`src/rtl/timer_control_fsm.sv`:
```
// Front-panel sequencer: debounces start/mode/up, drives the min/sec counter, raises alarm/blink.
// Optional macro ALARM_TIMEOUT_EN: ALARM returns to IDLE on its own after ALARM_CYCLES cycles.

module timer_control_fsm #(
  parameter int DEBOUNCE_CYCLES = 1_000_000,
  parameter int BLINK_HALF      = 25_000_000,
  parameter int ALARM_CYCLES    = 500_000_000
) (
  input  logic       clk,
  input  logic       reset,
  input  logic       btnStart,
  input  logic       btnMode,
  input  logic       btnUp,
  input  logic       finish,
  output logic       enable,
  output logic       forward,
  output logic       incrementSeconds,
  output logic       incrementMinutes,
  output logic       alarm,
  output logic       blank,
  output logic [2:0] mode
);

  localparam int DB_W = $clog2(DEBOUNCE_CYCLES + 1);
  localparam int BL_W = $clog2(BLINK_HALF + 1);

  typedef enum logic [2:0] {
    S_IDLE    = 3'd0,
    S_SET_MIN = 3'd1,
    S_SET_SEC = 3'd2,
    S_RUN     = 3'd3,
    S_PAUSE   = 3'd4,
    S_ALARM   = 3'd5
  } state_t;

  logic [2:0] w_btn_raw;
  logic [2:0] w_press;
  logic       w_up_level;

  assign w_btn_raw = {btnUp, btnMode, btnStart};

  // Bit 0 = start, 1 = mode, 2 = up.
  generate
    for (genvar gi = 0; gi < 3; gi++) begin : g_btn
      logic            r_sync1;
      logic            r_sync2;
      logic            r_level;
      logic            r_level_d;
      logic            r_press;
      logic [DB_W-1:0] r_cnt;

      always_ff @(posedge clk) begin
        if (!reset) begin
          r_sync1   <= 1'b0;
          r_sync2   <= 1'b0;
          r_level   <= 1'b0;
          r_level_d <= 1'b0;
          r_press   <= 1'b0;
          r_cnt     <= '0;
        end else begin
          r_sync1   <= w_btn_raw[gi];
          r_sync2   <= r_sync1;
          if (r_sync2 != r_level) begin
            if (r_cnt == DB_W'(DEBOUNCE_CYCLES - 1)) begin
              r_level <= r_sync2;
              r_cnt   <= '0;
            end else begin
              r_cnt <= r_cnt + DB_W'(1);
            end
          end else begin
            r_cnt <= '0;
          end
          r_level_d <= r_level;
          r_press   <= r_level & ~r_level_d;
        end
      end

      assign w_press[gi] = r_press;
    end
  endgenerate

  assign w_up_level = g_btn[2].r_level;

  logic r_fin_sync1;
  logic r_fin_sync2;
  logic r_fin_d;
  logic r_fin_rise;

  always_ff @(posedge clk) begin
    if (!reset) begin
      r_fin_sync1 <= 1'b0;
      r_fin_sync2 <= 1'b0;
      r_fin_d     <= 1'b0;
      r_fin_rise  <= 1'b0;
    end else begin
      r_fin_sync1 <= finish;
      r_fin_sync2 <= r_fin_sync1;
      r_fin_d     <= r_fin_sync2;
      r_fin_rise  <= r_fin_sync2 & ~r_fin_d;
    end
  end

  state_t          r_state;
  state_t          w_state_next;
  logic            w_timeout;
  logic            r_enable, w_enable_next;
  logic            r_forward, w_forward_next;
  logic            r_inc_sec, w_inc_sec_next;
  logic            r_inc_min, w_inc_min_next;
  logic            r_alarm, w_alarm_next;
  logic            r_blank, w_blank_next;
  logic [BL_W-1:0] r_blink_cnt, w_blink_cnt_next;

`ifdef ALARM_TIMEOUT_EN
  localparam int AL_W = $clog2(ALARM_CYCLES + 1);
  logic [AL_W-1:0] r_alarm_cnt;

  // Restarts from zero on every ALARM entry since it idles at zero elsewhere.
  always_ff @(posedge clk) begin
    if (!reset) begin
      r_alarm_cnt <= '0;
    end else if (r_state == S_ALARM) begin
      r_alarm_cnt <= r_alarm_cnt + AL_W'(1);
    end else begin
      r_alarm_cnt <= '0;
    end
  end

  assign w_timeout = (r_state == S_ALARM) && (r_alarm_cnt == AL_W'(ALARM_CYCLES - 1));
`else
  assign w_timeout = 1'b0;
  if (ALARM_CYCLES < 1) begin : g_alarm_cycles_unused
  end
`endif

  always_ff @(posedge clk) begin
    if (!reset) begin
      r_state     <= S_IDLE;
      r_enable    <= 1'b0;
      r_forward   <= 1'b1;
      r_inc_sec   <= 1'b0;
      r_inc_min   <= 1'b0;
      r_alarm     <= 1'b0;
      r_blank     <= 1'b0;
      r_blink_cnt <= '0;
    end else begin
      r_state     <= w_state_next;
      r_enable    <= w_enable_next;
      r_forward   <= w_forward_next;
      r_inc_sec   <= w_inc_sec_next;
      r_inc_min   <= w_inc_min_next;
      r_alarm     <= w_alarm_next;
      r_blank     <= w_blank_next;
      r_blink_cnt <= w_blink_cnt_next;
    end
  end

  // Priorities: start over mode over up; in RUN the finish edge wins over start.
  always_comb begin
    w_state_next = r_state;
    case (r_state)
      S_IDLE: begin
        if (w_press[0])      w_state_next = S_RUN;
        else if (w_press[1]) w_state_next = S_SET_MIN;
      end
      S_SET_MIN: begin
        if (w_press[0])      w_state_next = S_RUN;
        else if (w_press[1]) w_state_next = S_SET_SEC;
      end
      S_SET_SEC: begin
        if (w_press[0])      w_state_next = S_RUN;
        else if (w_press[1]) w_state_next = S_IDLE;
      end
      S_RUN: begin
        if (r_fin_rise)      w_state_next = S_ALARM;
        else if (w_press[0]) w_state_next = S_PAUSE;
      end
      S_PAUSE: begin
        if (w_press[0])      w_state_next = S_RUN;
        else if (w_press[1]) w_state_next = S_IDLE;
      end
      S_ALARM: begin
        if ((|w_press) || w_timeout) w_state_next = S_IDLE;
      end
      default: w_state_next = S_IDLE;
    endcase
  end

  always_comb begin
    w_enable_next    = (w_state_next == S_RUN);
    w_alarm_next     = (w_state_next == S_ALARM);
    w_inc_min_next   = (w_state_next == S_SET_MIN) && w_up_level;
    w_inc_sec_next   = (w_state_next == S_SET_SEC) && w_up_level;
    w_forward_next   = r_forward;
    if ((r_state == S_IDLE) && !w_press[0] && !w_press[1] && w_press[2]) begin
      w_forward_next = ~r_forward;
    end
    w_blink_cnt_next = '0;
    w_blank_next     = 1'b0;
    if ((r_state == S_ALARM) && (w_state_next == S_ALARM)) begin
      if (r_blink_cnt == BL_W'(BLINK_HALF - 1)) begin
        w_blink_cnt_next = '0;
        w_blank_next     = ~r_blank;
      end else begin
        w_blink_cnt_next = r_blink_cnt + BL_W'(1);
        w_blank_next     = r_blank;
      end
    end
  end

  assign enable           = r_enable;
  assign forward          = r_forward;
  assign incrementSeconds = r_inc_sec;
  assign incrementMinutes = r_inc_min;
  assign alarm            = r_alarm;
  assign blank            = r_blank;
  assign mode             = r_state;

endmodule

```
`config.mk`:
```
export PLATFORM = sky130hd
export DESIGN_NAME = timer_control_fsm
export DESIGN_NICKNAME = d
export VERILOG_FILES = /design/src/rtl/timer_control_fsm.sv
export SDC_FILE = /design/constraint.sdc
export NUM_CORES = 1
export LEC_CHECK = 0
export BUFFER_PORTS_ARGS = -buffer_cell sky130_fd_sc_hd__buf_2
export CAP_MARGIN = 20
export CELL_PAD_IN_SITES_DETAIL_PLACEMENT = 1
export CELL_PAD_IN_SITES_GLOBAL_PLACEMENT = 1
export CORE_MARGIN = 4
export CORE_UTILIZATION = 51
export CTS_CLUSTER_SIZE = 40
export DETAILED_ROUTE_END_ITERATION = 8
export GPL_TIMING_DRIVEN = 0
export PLACE_DENSITY_LB_ADDON = 0.25
export SLEW_MARGIN = 20
export SYNTH_ARGS = -nofsm -noshare
export SYNTH_HDL_FRONTEND = slang
export SYNTH_SLANG_ARGS = --single-unit
```
`constraint.sdc`:
```
create_clock -name clk -period 4.5 [get_ports clk]
set_clock_uncertainty 0.1 [all_clocks]
set_input_delay 0.9 -clock clk [delete_from_list [all_inputs] [get_ports clk]]
set_output_delay 0.9 -clock clk [all_outputs]
set_load 0.02 [all_outputs]
```
* After elaboration in Yosys (flattened, before gate mapping) *
Cells that the tools add are included.

word-level totals
  bits in registers = 113
  input bits = 6
  output and inout bits = 9
  logic and storage cells = 94

operators by class
  $add $sub $neg = 4
  equality and inequality tests = 16
  mux-type cells = 10
  bitwise gates (word level) = 15
  reduce and logical (&&, ||, !) cells = 19

operators by type and width
  operator               count
  $add 20x1->20 const B  3
  $eq 20x20->1 const B   3
  $mux 3                 9
  $add 25x1->25 const B  1
  $eq 25x25->1 const B   1
  $pmux 3 s5             1
  $reduce_or 3->1        5
  $eq 3x2->1 const B     4
  $not 1->1              11
  $eq 3x3->1 const B     3
  $reduce_and 2->1       4
  $eq 3x1->1 const B     2
  $logic_and 1x1->1      6
  $and 1x1->1            4
  $logic_not 3->1        1
  $ne 1x1->1             3
  $logic_not 1->1        2
  $reduce_or 2->1        1

* Longest topological paths before layout *
Gate-level depths: netlist of the first run.

  word-level depth = 7
  mapped depth = 7
  depth with buffers taken out = 5

* Worst setup path before layout of the first run *
No wires, ideal clock.

  path kind = input to register
  start = input port reset
  end = register r_blank, in the netlist blank
  arrival = 2.080 ns
  setup slack = 2.250 ns
  cell stages on the path = 5
  buffers on the path = 2
  cell sequence = clkbuf_1 > inv_1 > or4b_2 > clkbuf_1 > a21oi_1

on the way
  word-level cells in the longest chain between the ends = 1

ends and longest elaborated chain
  element                     RTL line  RTL
  start, declared             10        input logic reset,
  $reduce_and 2->1 (no line)  -
  end signal, assigned        153       r_blank <= w_blank_next;
  end, declared               111       logic r_blank, w_blank_next;

No other way between the ends.
A chain may end at the register's enable or synchronous reset.

* Worst setup path after layout of the first run *
  start = register g_btn[1].r_cnt[0]
  end = register g_btn[1].r_cnt[6]

on the way
  word-level cells in the longest chain between the ends = 2
  elaborated cells between the ends (all ways) = 3
  those cells by class = add/sub: 1; eq/ne: 1; reduce/logical: 1

ends and longest elaborated chain
  element                                                                RTL line  RTL
  start, declared                                                        50        logic [DB_W-1:0] r_cnt;
  start signal, assigned                                                 68        r_cnt <= r_cnt + DB_W'(1);
  parallel branches: the longest is 2 deep, another holds $add 20x1->20  -

Parallel ways; which one is timed is not known.

==> results of run 1 <==
[state kept, by name, indices dropped and copies added, names as in the netlist, 3 cells and up]
name	cells
g_btn.r_cnt	60
g_btn.r_level	3
g_btn.r_level_d	3
g_btn.r_press	3
g_btn.r_sync1	3
g_btn.r_sync2	3
mode	3
r_blink_cnt	25
[metrics by stage]
step,setup slack (ns),area [µm²],hold slack (ns),cells
detailed placement,1.72,5020,0.285,665
floorplan,2.25,4820,0.267,541
global route,1.67,5650,0.308,696
finish,1.89,5650,0.295,696
global placement,1.76,5020,0.272,665
CTS,1.86,5650,0.297,696
[worst paths after layout]
path                            slack [ns]           endpoint  cells after the start          startpoint
worst max-delay path                  1.89  g_btn[1].r_cnt[6]                      7   g_btn[1].r_cnt[0]
worst min-delay path                  0.29   g_btn[0].r_press                      1  g_btn[0].r_level_d
worst max register to register        1.89  g_btn[1].r_cnt[6]                      7   g_btn[1].r_cnt[0]
worst min register to register        0.29   g_btn[0].r_press                      1  g_btn[0].r_level_d
[power breakdown]
part	internal [mW]	leakage (nW)	total, mW	switching, mW
Combinational	0.00534	0.699	0.0175	0.0122
Clock	0.954	0.303	1.42	0.466
Sequential	1.01	0.912	1.01	0.00255
Total	1.96	1.91	2.45	0.480
[area by class of cell]
type	count	area, µm²
clock inverter	9	154
clock buffer	22	473
inverter	18	67.6
buffer	22	88.8
timing repair buffer	13	65.1
multi-input combinational	388	2400
tap	111	139
fill	1061	3550
sequential	113	2260
[cells in the mapped netlist (all sizes together) (11+ instances only)]
master and count:
dfxtp 113, nor2 55, xor2 42, a21oi 37, nand4 29, nand2 28
nand3 28, o21ai 22, or3 22, and2 20, clkbuf 18, inv 18
or4 17, o31ai 15, and3 12, and4 11
[worst reg2reg max path: stages (launching register included)]
cell and delay [ns]:
dfxtp_1 0.37, ha_1 0.20, and2_1 0.13, clkbuf_1 0.27
nand4_1 0.22, o211ai_1 0.75, buf_2 0.37, nor2_1 0.08
[metal layers]
metal,vias up,global-route usage (%),part of all wire [%]
met5,-,0,0
met4,0,8.81,1.6
met3,21,6.61,4.1
met2,90,41.7,52
met1,2065,28.2,43
li1,2013,-,-
[kinds of logic after synthesis]
family	share of synthesized area [%]
xor gates and xnor gates	8.91
and+or+nand+nor	29.1
DFF	47.0
AOI/OAI and AO/OA	10.8
adders and majority gates	1.04
buffers and inverters	3.25
==> reports/metrics.yaml, run 1 <==
ys.flop_type: "dfxtp_1"
antenna_found_initial: 0
worst_slew_pin_slew_ns: 0.863
grt_usage_pct: 24.0
grt_pass1_vias: 4504
wl_per_cell_um: 17.8
antenna_cells: 0
grt_setup_unrepaired: "no"
wl_um: 12400
maxCapViolations: 0
drc: 0
outcome: "finished clean"
gp_congestion: 0.825
insertion_delay_ns: 0.51
cp-start-kind: "flop"
fin_util_pct: 61.4
synth_largest_area_cell: "dfxtp_1"
yosysWarnings: 0
crit_path_cell_trace: "ha_1 -> and2_1 -> clkbuf_1 -> nand4_1 -> o211ai_1 -> buf_2 -> nor2_1"
dieArea_mm2: 0.0111
setup_viol_count_final: 0
place_hpwl_um: 7790
cts_buffer_depth: 2
arrival_ns: 2.91
port_buffers: 13
async_reset_ff_share_pct: 0
cts_resized: 0
period_minus_slack_ns: 2.61
cts.root.buffer_cell: "clkbuf_8"
slowest_delay_ns: 0.75
cellPowerDensity_mw_per_mm2: 433
hold_buffers: 0
drt-initial-drc-count: 139
dr.pass1.iters: 5
ys_seq_area_share_pct: 47.0
grt_pass1_wl_um: 21600
initial_utilization_pct: 52.4
crit_slowest_cell: "o211ai_1"
final.period_utilization_pct: 58.0
irDropWorstVdd_mv: 0.333
syn-num-nets: 551
fmax_mhz: 383
holdCritPathClass: "reg -> reg"
cts_buffers: 17
die_h_um: 105
synth-edff-count: 0
hold_violations: 0
h-tree-depth: 4
route.detailed.vias_per_inst: 6.02
chipWidth_um: 105
synthDistinctLibCells: 44
cp_num_buf_inv: 2
p_leak_nw: 1.91
io_pins: 15
syn_to_final_growth_pct: 17.2
tritoncts: "done"
end_kind: "flop"
num_rows: 35
synth_cells: 541
final_max_slew_viol_count: 0
syn-cell-area_mm2: 0.00482
postCtsSetupBuffers: 0
syn_avg_cell_area_um2: 8.90
maxSlewHeadroom_pct: 42.2
critical_path_required_ns: 4.80
path_clk_slew_ns: 0.05
detail-route-antenna-nets: 0
core_mm2: 0.00920
gr-total-overflow: 0
cts_sinks: 113
yosysTopAreaCellShare_pct: 47.0
final_cell_mix: "dfxtp_1, nor2_1, xor2_1"
grt_max_degree: 17
drive_above_1_share_pct: 9.91
yosys_register_bits: 113
tns_ns: 0
layout_commonest_cell: "dfxtp_1"
critical-path-top-delay-family: "compound AO/OA/AOI/OAI gates"
power.total_mw: 2.45
nNetsFinal: 583
crit_path_max_fanout: 10
vias: 4189
path_class: "reg -> reg"
ys_top_cells_by_area: "dfxtp_1, xor2_1, nor2_1"
Note: power is estimated with default switching activity, not from simulation.
==> run 2, diff against run 1 <==
--- a/config.mk
+++ b/config.mk
@@ -10,7 +10,7 @@
 export CELL_PAD_IN_SITES_DETAIL_PLACEMENT = 1
 export CELL_PAD_IN_SITES_GLOBAL_PLACEMENT = 1
 export CORE_MARGIN = 4
-export CORE_UTILIZATION = 51
+export CORE_UTILIZATION = 43
 export CTS_CLUSTER_SIZE = 40
 export DETAILED_ROUTE_END_ITERATION = 8
 export GPL_TIMING_DRIVEN = 0
==> constraint.sdc (replaced) <==
create_clock -name clk -period 2.4 [get_ports clk]
set_clock_uncertainty 0.1 [all_clocks]
set_input_delay 0.48 -clock clk [delete_from_list [all_inputs] [get_ports clk]]
set_output_delay 0.48 -clock clk [all_outputs]
set_load 0.02 [all_outputs]
==> run 2 against run 1 <==
Effect of this change:
- sequential share of layout area shrank 0.17 points
- global-route usage is 5.0 points lower
- critical path depth decreased by 1
- largest cell class unchanged
- largest power group unchanged
- routed wire length decreased by 6.4%
- highest routed layer unchanged
==> reports/metrics.yaml, run 2 (synthesis results as in run 1) <==
outcome: "finished clean"
reg_top3: "g_btn.r_cnt x60, r_blink_cnt x25"
route.detailed.vias_per_inst: 5.65
chipWidth_um: 114
cts_sinks: 113
slowest_delay_ns: 0.50
cts_buffer_depth: 2
port_buffers: 13
end_kind: "flop"
final.period_utilization_pct: 93.2
grt_setup_unrepaired: "no"
die_h_um: 114
dp_slack_ns: -0.210
cp-start-kind: "flop"
worst_slew_pin_slew_ns: 0.639
fmax_mhz: 447
insertion_delay_ns: 0.52
gp_congestion: 0.789
crit_path_max_fanout: 8
cts_buffers: 17
worst_path_most_repeated_cell: "or4_1"
gr-total-overflow: 0
antenna_found_initial: 0
nNetsFinal: 587
wl_met3_um: 388
detail-route-antenna-nets: 0
period_minus_slack_ns: 2.24
num_rows: 38
crit_path_cell_trace: "ha_2 -> inv_1 -> or4_1 -> buf_2 -> or4_1 -> a21oi_1"
final_cell_mix: "dfxtp_1, nor2_1, xor2_1"
core_mm2: 0.0109
holdCritPathClass: "in -> reg"
critical-path-top-delay-family: "simple AND/OR/NAND/NOR gates"
cts.root.buffer_cell: "clkbuf_8"
grt_usage_pct: 19.1
place_hpwl_um: 7840
grt_pass1_wl_um: 20000
cellPowerDensity_mw_per_mm2: 767
dr.pass1.iters: 4
io_pins: 15
placed_cell_area_mm2: 0.00506
n_fill_cell: 1247
path_clk_slew_ns: 0.05
drive_above_1_share_pct: 10.2
grt_pass1_vias: 4308
tritoncts: "done"
hold_buffers: 0
drc: 0
final_cell_area_mm2: 0.00567
drt-initial-drc-count: 191
dieArea_mm2: 0.0130
drt-met1-wl_um: 5260
syn_to_final_growth_pct: 17.7
hold_violations: 0
crit_slowest_cell: "or4_1"
irDropWorstVdd_mv: 0.494
initial_utilization_pct: 44.2
largest_reg_flops: 60
path_class: "reg -> reg"
p_leak_nw: 1.91
cp_num_buf_inv: 2
vias: 4122
fin_util_pct: 52.1
power.total_mw: 4.35
dr.max_layer_used: "met4"
final_max_slew_viol_count: 0
layout_commonest_cell: "dfxtp_1"
antenna_cells: 0
wl_per_cell_um: 15.9
h-tree-depth: 4
dr_wl_met2_um: 5720
setup_viol_count_final: 0
grt_max_degree: 17
maxCapViolations: 0
critical_path_required_ns: 2.75
worst_slack_ns: 0.164
arrival_ns: 2.58
maxSlewHeadroom_pct: 57.0
largest_register: "g_btn.r_cnt"
wl_um: 11600
==> run 2: changes by cell type in the layout (fill, tap and decap cells not counted), moves of 2 or more <==
| cell | before | now |
|---|---|---|
| buf_4 | 0 | 4 |
| bufinv_16 | 4 | 2 |
| clkbuf_1 | 18 | 21 |
| clkinvlp_4 | 2 | 0 |
==> run 2: stage by stage <==
stage	TNS [ns]	hold WS [ns]	std cells
2_1_floorplan	0	0.267	541
3_3_place_gp	-3.03	0.271	694
3_5_place_dp	-5.21	0.279	694
4_1_cts	0	0.0464	728
5_1_grt	0	0.0694	729
6_report	0	0.0782	729
==> run 2: worst reg2reg max path, cell delays in order, from the launching register on <==
cell and delay [ns]:
dfxtp_1 0.40, ha_2 0.28, inv_1 0.07, or4_1 0.50, buf_2 0.17, or4_1 0.49
a21oi_1 0.16
==> run 2: cell type report <==
class | count | area [µm²] | share of cell area, %
tap | 140 | 175 | 3.09
timing repair buffer | 17 | 95.1 | 1.68
buffer | 22 | 88.8 | 1.57
multi-input combinational | 388 | 2410 | 42.5
sequential | 113 | 2260 | 39.9
inverter | 18 | 67.6 | 1.19
clock buffer | 26 | 498 | 8.78
clock inverter | 5 | 75.1 | 1.32
==> run 2: where the power goes <==
group          leakage, nW  switching (mW)  total, mW  internal (mW)
sequential           0.912         0.00440       1.89           1.89
clock                0.285           0.820       2.42           1.60
combinational        0.714          0.0229     0.0346         0.0117
total                 1.91           0.847       4.35           3.50
==> run 2: timing repair <==
action                                  4_1_cts  5_1_grt
pin swaps                                     3        1
setup buffers                                 3        1
endpoints found under the setup margin       40       12
resized for setup                             1        1
==> run 2: worst paths after layout <==
check | startpoint | slack [ns] | cells after the start | end
hold / removal | btnUp | 0.08 | 2 | g_btn[2].r_sync1
setup / recovery | g_btn[2].r_cnt[0] | 0.16 | 6 | g_btn[2].r_cnt[18]
hold reg to reg | g_btn[1].r_level_d | 0.28 | 1 | g_btn[1].r_press
setup reg to reg | g_btn[2].r_cnt[0] | 0.16 | 6 | g_btn[2].r_cnt[18]
==> run 2: routing by layer <==
| layer | track usage, % | vias to the layer above |
|---|---|---|
| met4 | 8.08 | 0 |
| met1 | 22.2 | 2030 |
| li1 | - | 2017 |
| met5 | 0 | - |
| met3 | 5.46 | 20 |
| met2 | 32.8 | 55 |
